--- src/rtl/mem_port_arbiter.sv ---
// rtl/mem_port_arbiter.sv - registered NCH-way arbiter in front of a single memory port
// One requester owns the port per transaction; address/data are held until mem_ack_i.
module mem_port_arbiter #(
   parameter int WIDTH = 32,
   parameter int NCH   = 2,
   parameter int MODE  = 0
) (
   input  logic                 clk_i,
   input  logic                 rst_n_i,
   input  logic [NCH-1:0]       req_i,
   input  logic [NCH-1:0]       we_i,
   input  logic [NCH*WIDTH-1:0] addr_i,
   input  logic [NCH*WIDTH-1:0] wdata_i,
   output logic                 mem_req_o,
   output logic                 mem_we_o,
   output logic [WIDTH-1:0]     mem_addr_o,
   output logic [WIDTH-1:0]     mem_wdata_o,
   input  logic                 mem_ack_i,
   input  logic [WIDTH-1:0]     mem_rdata_i,
   output logic [NCH-1:0]       gnt_o,
   output logic [NCH-1:0]       done_o,
   output logic [WIDTH-1:0]     rdata_o,
   output logic                 busy_o
);

   localparam int PW = (NCH > 1) ? $clog2(NCH) : 1;

   typedef enum logic [1:0] {IDLE, BUSY, RESP} state_e;

   state_e           state_q, state_d;
   logic             mem_req_q, mem_req_d;
   logic             mem_we_q, mem_we_d;
   logic             busy_q, busy_d;
   logic [WIDTH-1:0] mem_addr_q, mem_addr_d;
   logic [WIDTH-1:0] mem_wdata_q, mem_wdata_d;
   logic [WIDTH-1:0] rdata_q, rdata_d;
   logic [NCH-1:0]   gnt_q, gnt_d;
   logic [NCH-1:0]   done_q, done_d;
   logic [PW-1:0]    rr_q, rr_d;
   logic [PW-1:0]    own_q, own_d;
   logic [PW-1:0]    win;
   logic [NCH-1:0]   win_oh;

   // Search starts at rr_q in round-robin mode, at 0 for fixed priority; first active req wins.
   always_comb begin : arbitrate
      int             idx;
      logic           found;
      logic [NCH-1:0] mask;
      win   = '0;
      found = 1'b0;
      idx   = 0;
      mask  = '0;
      for (int k = 0; k < NCH; k++) begin
         idx = (MODE == 1) ? int'(rr_q) + k : k;
         if (idx >= NCH) idx = idx - NCH;
         mask = NCH'(1) << idx;
         if (!found && ((req_i & mask) != '0)) begin
            found = 1'b1;
            win   = PW'(idx);
         end
      end
      win_oh = NCH'(1) << win;
   end

   always_comb begin : fsm
      state_d     = state_q;
      mem_req_d   = mem_req_q;
      mem_we_d    = mem_we_q;
      mem_addr_d  = mem_addr_q;
      mem_wdata_d = mem_wdata_q;
      rdata_d     = rdata_q;
      gnt_d       = gnt_q;
      done_d      = done_q;
      busy_d      = busy_q;
      rr_d        = rr_q;
      own_d       = own_q;
      case (state_q)
         IDLE: begin
            gnt_d     = '0;
            mem_req_d = 1'b0;
            if (req_i != '0) begin
               state_d     = BUSY;
               mem_req_d   = 1'b1;
               mem_we_d    = (we_i & win_oh) != '0;
               mem_addr_d  = WIDTH'(addr_i >> (int'(win) * WIDTH));
               mem_wdata_d = WIDTH'(wdata_i >> (int'(win) * WIDTH));
               gnt_d       = win_oh;
               own_d       = win;
               busy_d      = 1'b1;
            end
         end
         BUSY: begin
            if (mem_ack_i) begin
               state_d   = RESP;
               rdata_d   = mem_rdata_i;
               mem_req_d = 1'b0;
               mem_we_d  = 1'b0;
               done_d    = gnt_q;
            end
         end
         RESP: begin
            state_d = IDLE;
            done_d  = '0;
            gnt_d   = '0;
            busy_d  = 1'b0;
            if (MODE == 1) begin
               rr_d = (int'(own_q) == NCH - 1) ? '0 : PW'(int'(own_q) + 1);
            end
         end
         default: state_d = IDLE;
      endcase
   end

   always_ff @(posedge clk_i or negedge rst_n_i) begin
      if (!rst_n_i) begin
         state_q     <= IDLE;
         mem_req_q   <= 1'b0;
         mem_we_q    <= 1'b0;
         mem_addr_q  <= '0;
         mem_wdata_q <= '0;
         rdata_q     <= '0;
         gnt_q       <= '0;
         done_q      <= '0;
         busy_q      <= 1'b0;
         rr_q        <= '0;
         own_q       <= '0;
      end else begin
         state_q     <= state_d;
         mem_req_q   <= mem_req_d;
         mem_we_q    <= mem_we_d;
         mem_addr_q  <= mem_addr_d;
         mem_wdata_q <= mem_wdata_d;
         rdata_q     <= rdata_d;
         gnt_q       <= gnt_d;
         done_q      <= done_d;
         busy_q      <= busy_d;
         rr_q        <= rr_d;
         own_q       <= own_d;
      end
   end

   assign mem_req_o   = mem_req_q;
   assign mem_we_o    = mem_we_q;
   assign mem_addr_o  = mem_addr_q;
   assign mem_wdata_o = mem_wdata_q;
   assign gnt_o       = gnt_q;
   assign done_o      = done_q;
   assign rdata_o     = rdata_q;
   assign busy_o      = busy_q;

endmodule
--- config.mk ---
export PLATFORM = sky130hd
export DESIGN_NAME = mem_port_arbiter
export DESIGN_NICKNAME = d
export VERILOG_FILES = /design/src/rtl/mem_port_arbiter.sv
export SDC_FILE = /design/constraint.sdc
export NUM_CORES = 1
export LEC_CHECK = 0
export CORE_ASPECT_RATIO = 1.75
export CORE_MARGIN = 1.5
export CORE_UTILIZATION = 39
export CTS_CLUSTER_DIAMETER = 60
export CTS_CLUSTER_SIZE = 14
export DETAILED_ROUTE_END_ITERATION = 10
export PLACE_DENSITY_LB_ADDON = 0.05
export SYNTH_ARGS = -nofsm -noshare
export SYNTH_HDL_FRONTEND = slang
export SYNTH_SLANG_ARGS = --single-unit
--- constraint.sdc ---
create_clock -name clk_i -period 1.85 [get_ports clk_i]
set_input_delay 0.37 -clock clk_i [delete_from_list [all_inputs] [get_ports clk_i]]
set_output_delay 0.37 -clock clk_i [all_outputs]
set_load 0.1 [all_outputs]
==> results.json <==
{
  "routed_wirelength_mm": 14.0,
  "synthToLayoutAreaGrowth_pct": 89.2,
  "cts_num_sinks": 105,
  "fp.dieW_um": 87.8,
  "min_path_type": "primary input to async pin",
  "cp-startpoint": "req_i[0]",
  "drc": 0,
  "ys_types": 17,
  "path_class": "primary input to register",
  "pin_count": 270,
  "wire_per_inst_um": 18.3,
  "synth_fp_nets": 479,
  "grt_antenna_before_repair": 0,
  "synth.largest_area_cell": "dfrtp_1",
  "port_buffers": 269,
  "finalWeightedCongestion": 0.766,
  "cp-start-kind": "primary input",
  "max_slew_margin_pct": 68.3,
  "syn_area_per_cell_um2": 15.7,
  "route.met2.wl_mm": 7.69,
  "worstPathArrival_ns": 1.89,
  "dieArea_mm2": 0.0133,
  "drt_iter0_drc": 66,
  "viasPerCell": 4.80,
  "wl_met3_mm": 1.21,
  "clockRootBuffer": "clkbuf_16",
  "grt_pass1_vias": 4161,
  "setup_ws_ns": 0.186,
  "cts_resized": 0,
  "cts-htree-levels": 3,
  "dp.cells": 750,
  "start_util_pct": 39.7,
  "drtAntennaViolNets": 0,
  "maxSlewViolCount": 0,
  "crit_chain": "clkdlybuf4s50_1, nand2b_4, buf_12, mux2_2, mux2_2",
  "setup.worst_path.end_class": "register",
  "clkTransAtPathRegs_ns": 0.07,
  "max_freq_ghz": 0.601,
  "layout.nets": 761,
  "cp_slowest_cell": "clkdlybuf4s50_1",
  "netlist_area_mm2": 0.00491,
  "clkLatencyLatePin_ns": 0.34,
  "ys_seq_area_share_pct": 53.5,
  "skew_ns": 0.00897,
  "status": "finished clean",
  "dp_slack_ns": -0.173,
  "postPlaceCellArea_mm2": 0.00894,
  "grt_overflow": 0,
  "critPathMaxFanout": 16,
  "dr.pass1.iters": 4,
  "layout-drive-gt1-share_pct": 50.5,
  "row_count": 54,
  "hold_violations": 0,
  "grtUsageTotal_pct": 21.2,
  "cts_made_buffers": 9,
  "synth_seq_cells": 105,
  "rsz0062_at_grt": "false",
  "required_ns": 2.08,
  "grt_pass1_wl_mm": 21.2,
  "final_common_cell": "clkdlybuf4s50_1",
  "vias": 3677,
  "post-route-period-util_pct": 89.9,
  "core-area_mm2": 0.0124,
  "layout.cells.non_filler": 766,
  "yosysTopAreaCellShare_pct": 53.5,
  "finalCriticalPeriod_ns": 1.66,
  "layout_common_cells": "clkdlybuf4s50_1, mux2_2, buf_12, dfrtp_1, mux2_4",
  "die_h_um": 151,
  "cpLargestDelayFamily": "buffers and inverters",
  "yosys-top-cells-area": "dfrtp_1, mux2_2, mux2_4",
  "finalSetupViolCount": 0,
  "crit_path_frequent_cell": "mux2_2",
  "synthCells": 312,
  "slowest_delay_ns": 0.49,
  "hpwl_mm": 11.3,
  "crit_buf_inv": 2,
  "maxCapViolCount": 0,
  "clock_path_buffers": 2,
  "top_layer_used": "met4",
  "grt_max_degree": 44,
  "design_area_mm2": 0.00929,
  "synth.yosys.warnings": 0,
  "reg2reg_from": "state_q[1]",
  "diodes": 0,
  "cts_tree": "done",
  "worstMarginPinSlew_ns": 0.476,
  "nFillCells": 831,
  "met1_length_mm": 4.63
}
-- cell families after synthesis --
logic type,share of synthesized area [%]
mux,40.2
flops,53.5
buf+inv,3.42
simple gates,1.17
compound gates,1.66
-- metrics by stage --
stage               TNS [ns]  util [%]  hold WS, ns
finish                     0      75.1        0.528
global route               0      75.1        0.572
CTS                        0      75.1        0.537
detailed placement     -9.15      72.3        0.362
global placement       -7.40      72.3        0.361
floorplan                  0         -       0.0744
-- synthesized netlist by cell type --
master and n:
buf_2 8, nand2b_4 1, buf_6 10, dfrtp_1 105
o21ai_0 7, o21a_1 1, a21oi_1 1, buf_4 1
mux2_2 119, a22o_1 3, inv_1 2, nor2_2 1
mux2i_1 2, nand3b_1 1, mux2_4 41, nand2_1 8
o31ai_1 1
-- state kept, by name, indices dropped and copies added, names as in the netlist --
name	count
mem_addr_o	32
mem_wdata_o	32
rdata_o	32
done_o	2
gnt_o	2
state_q	2
busy_o	1
mem_req_o	1
mem_we_o	1
-- routing by layer --
metal  GRT usage, %  vias to the layer above
li1               -                     1671
met1           21.9                     1811
met2           37.8                      166
met3           6.87                       29
met4           9.76                        0
met5              0                        -
-- layout make-up --
cell class	count	area (µm²)	area share, %
Inverter	2	7.51	0.0808
Timing Repair Buffer	290	3980	42.8
Sequential cell	105	2630	28.3
Clock inverter	5	104	1.12
Multi-Input combinational cell	186	2120	22.8
Clock buffer	10	239	2.57
Tap cell	168	210	2.26
-- path summary, 6_finish.rpt --
kind	end	slack (ns)	cells past startpoint
setup / recovery	mem_addr_o[7]	0.19	5
hold / removal	mem_wdata_o[1]	0.53	2
setup reg to reg	mem_wdata_o[30]	0.37	4
hold reg to reg	mem_wdata_o[19]	0.57	1
max in group asynchronous	mem_wdata_o[4]	0.70	3
min in group clk_i	mem_wdata_o[19]	0.57	1
-- repair_timing --
action | CTS | global route
endpoints found under the hold margin | 28 | 0
hold buffers | 1 | 0
setup endpoints to repair | 0 | 0
buffers inserted | 0 | 0
Power is left out: the tool's default activity adds up to more than one toggle a clock period on the data nets, which glitch-free logic cannot reach.
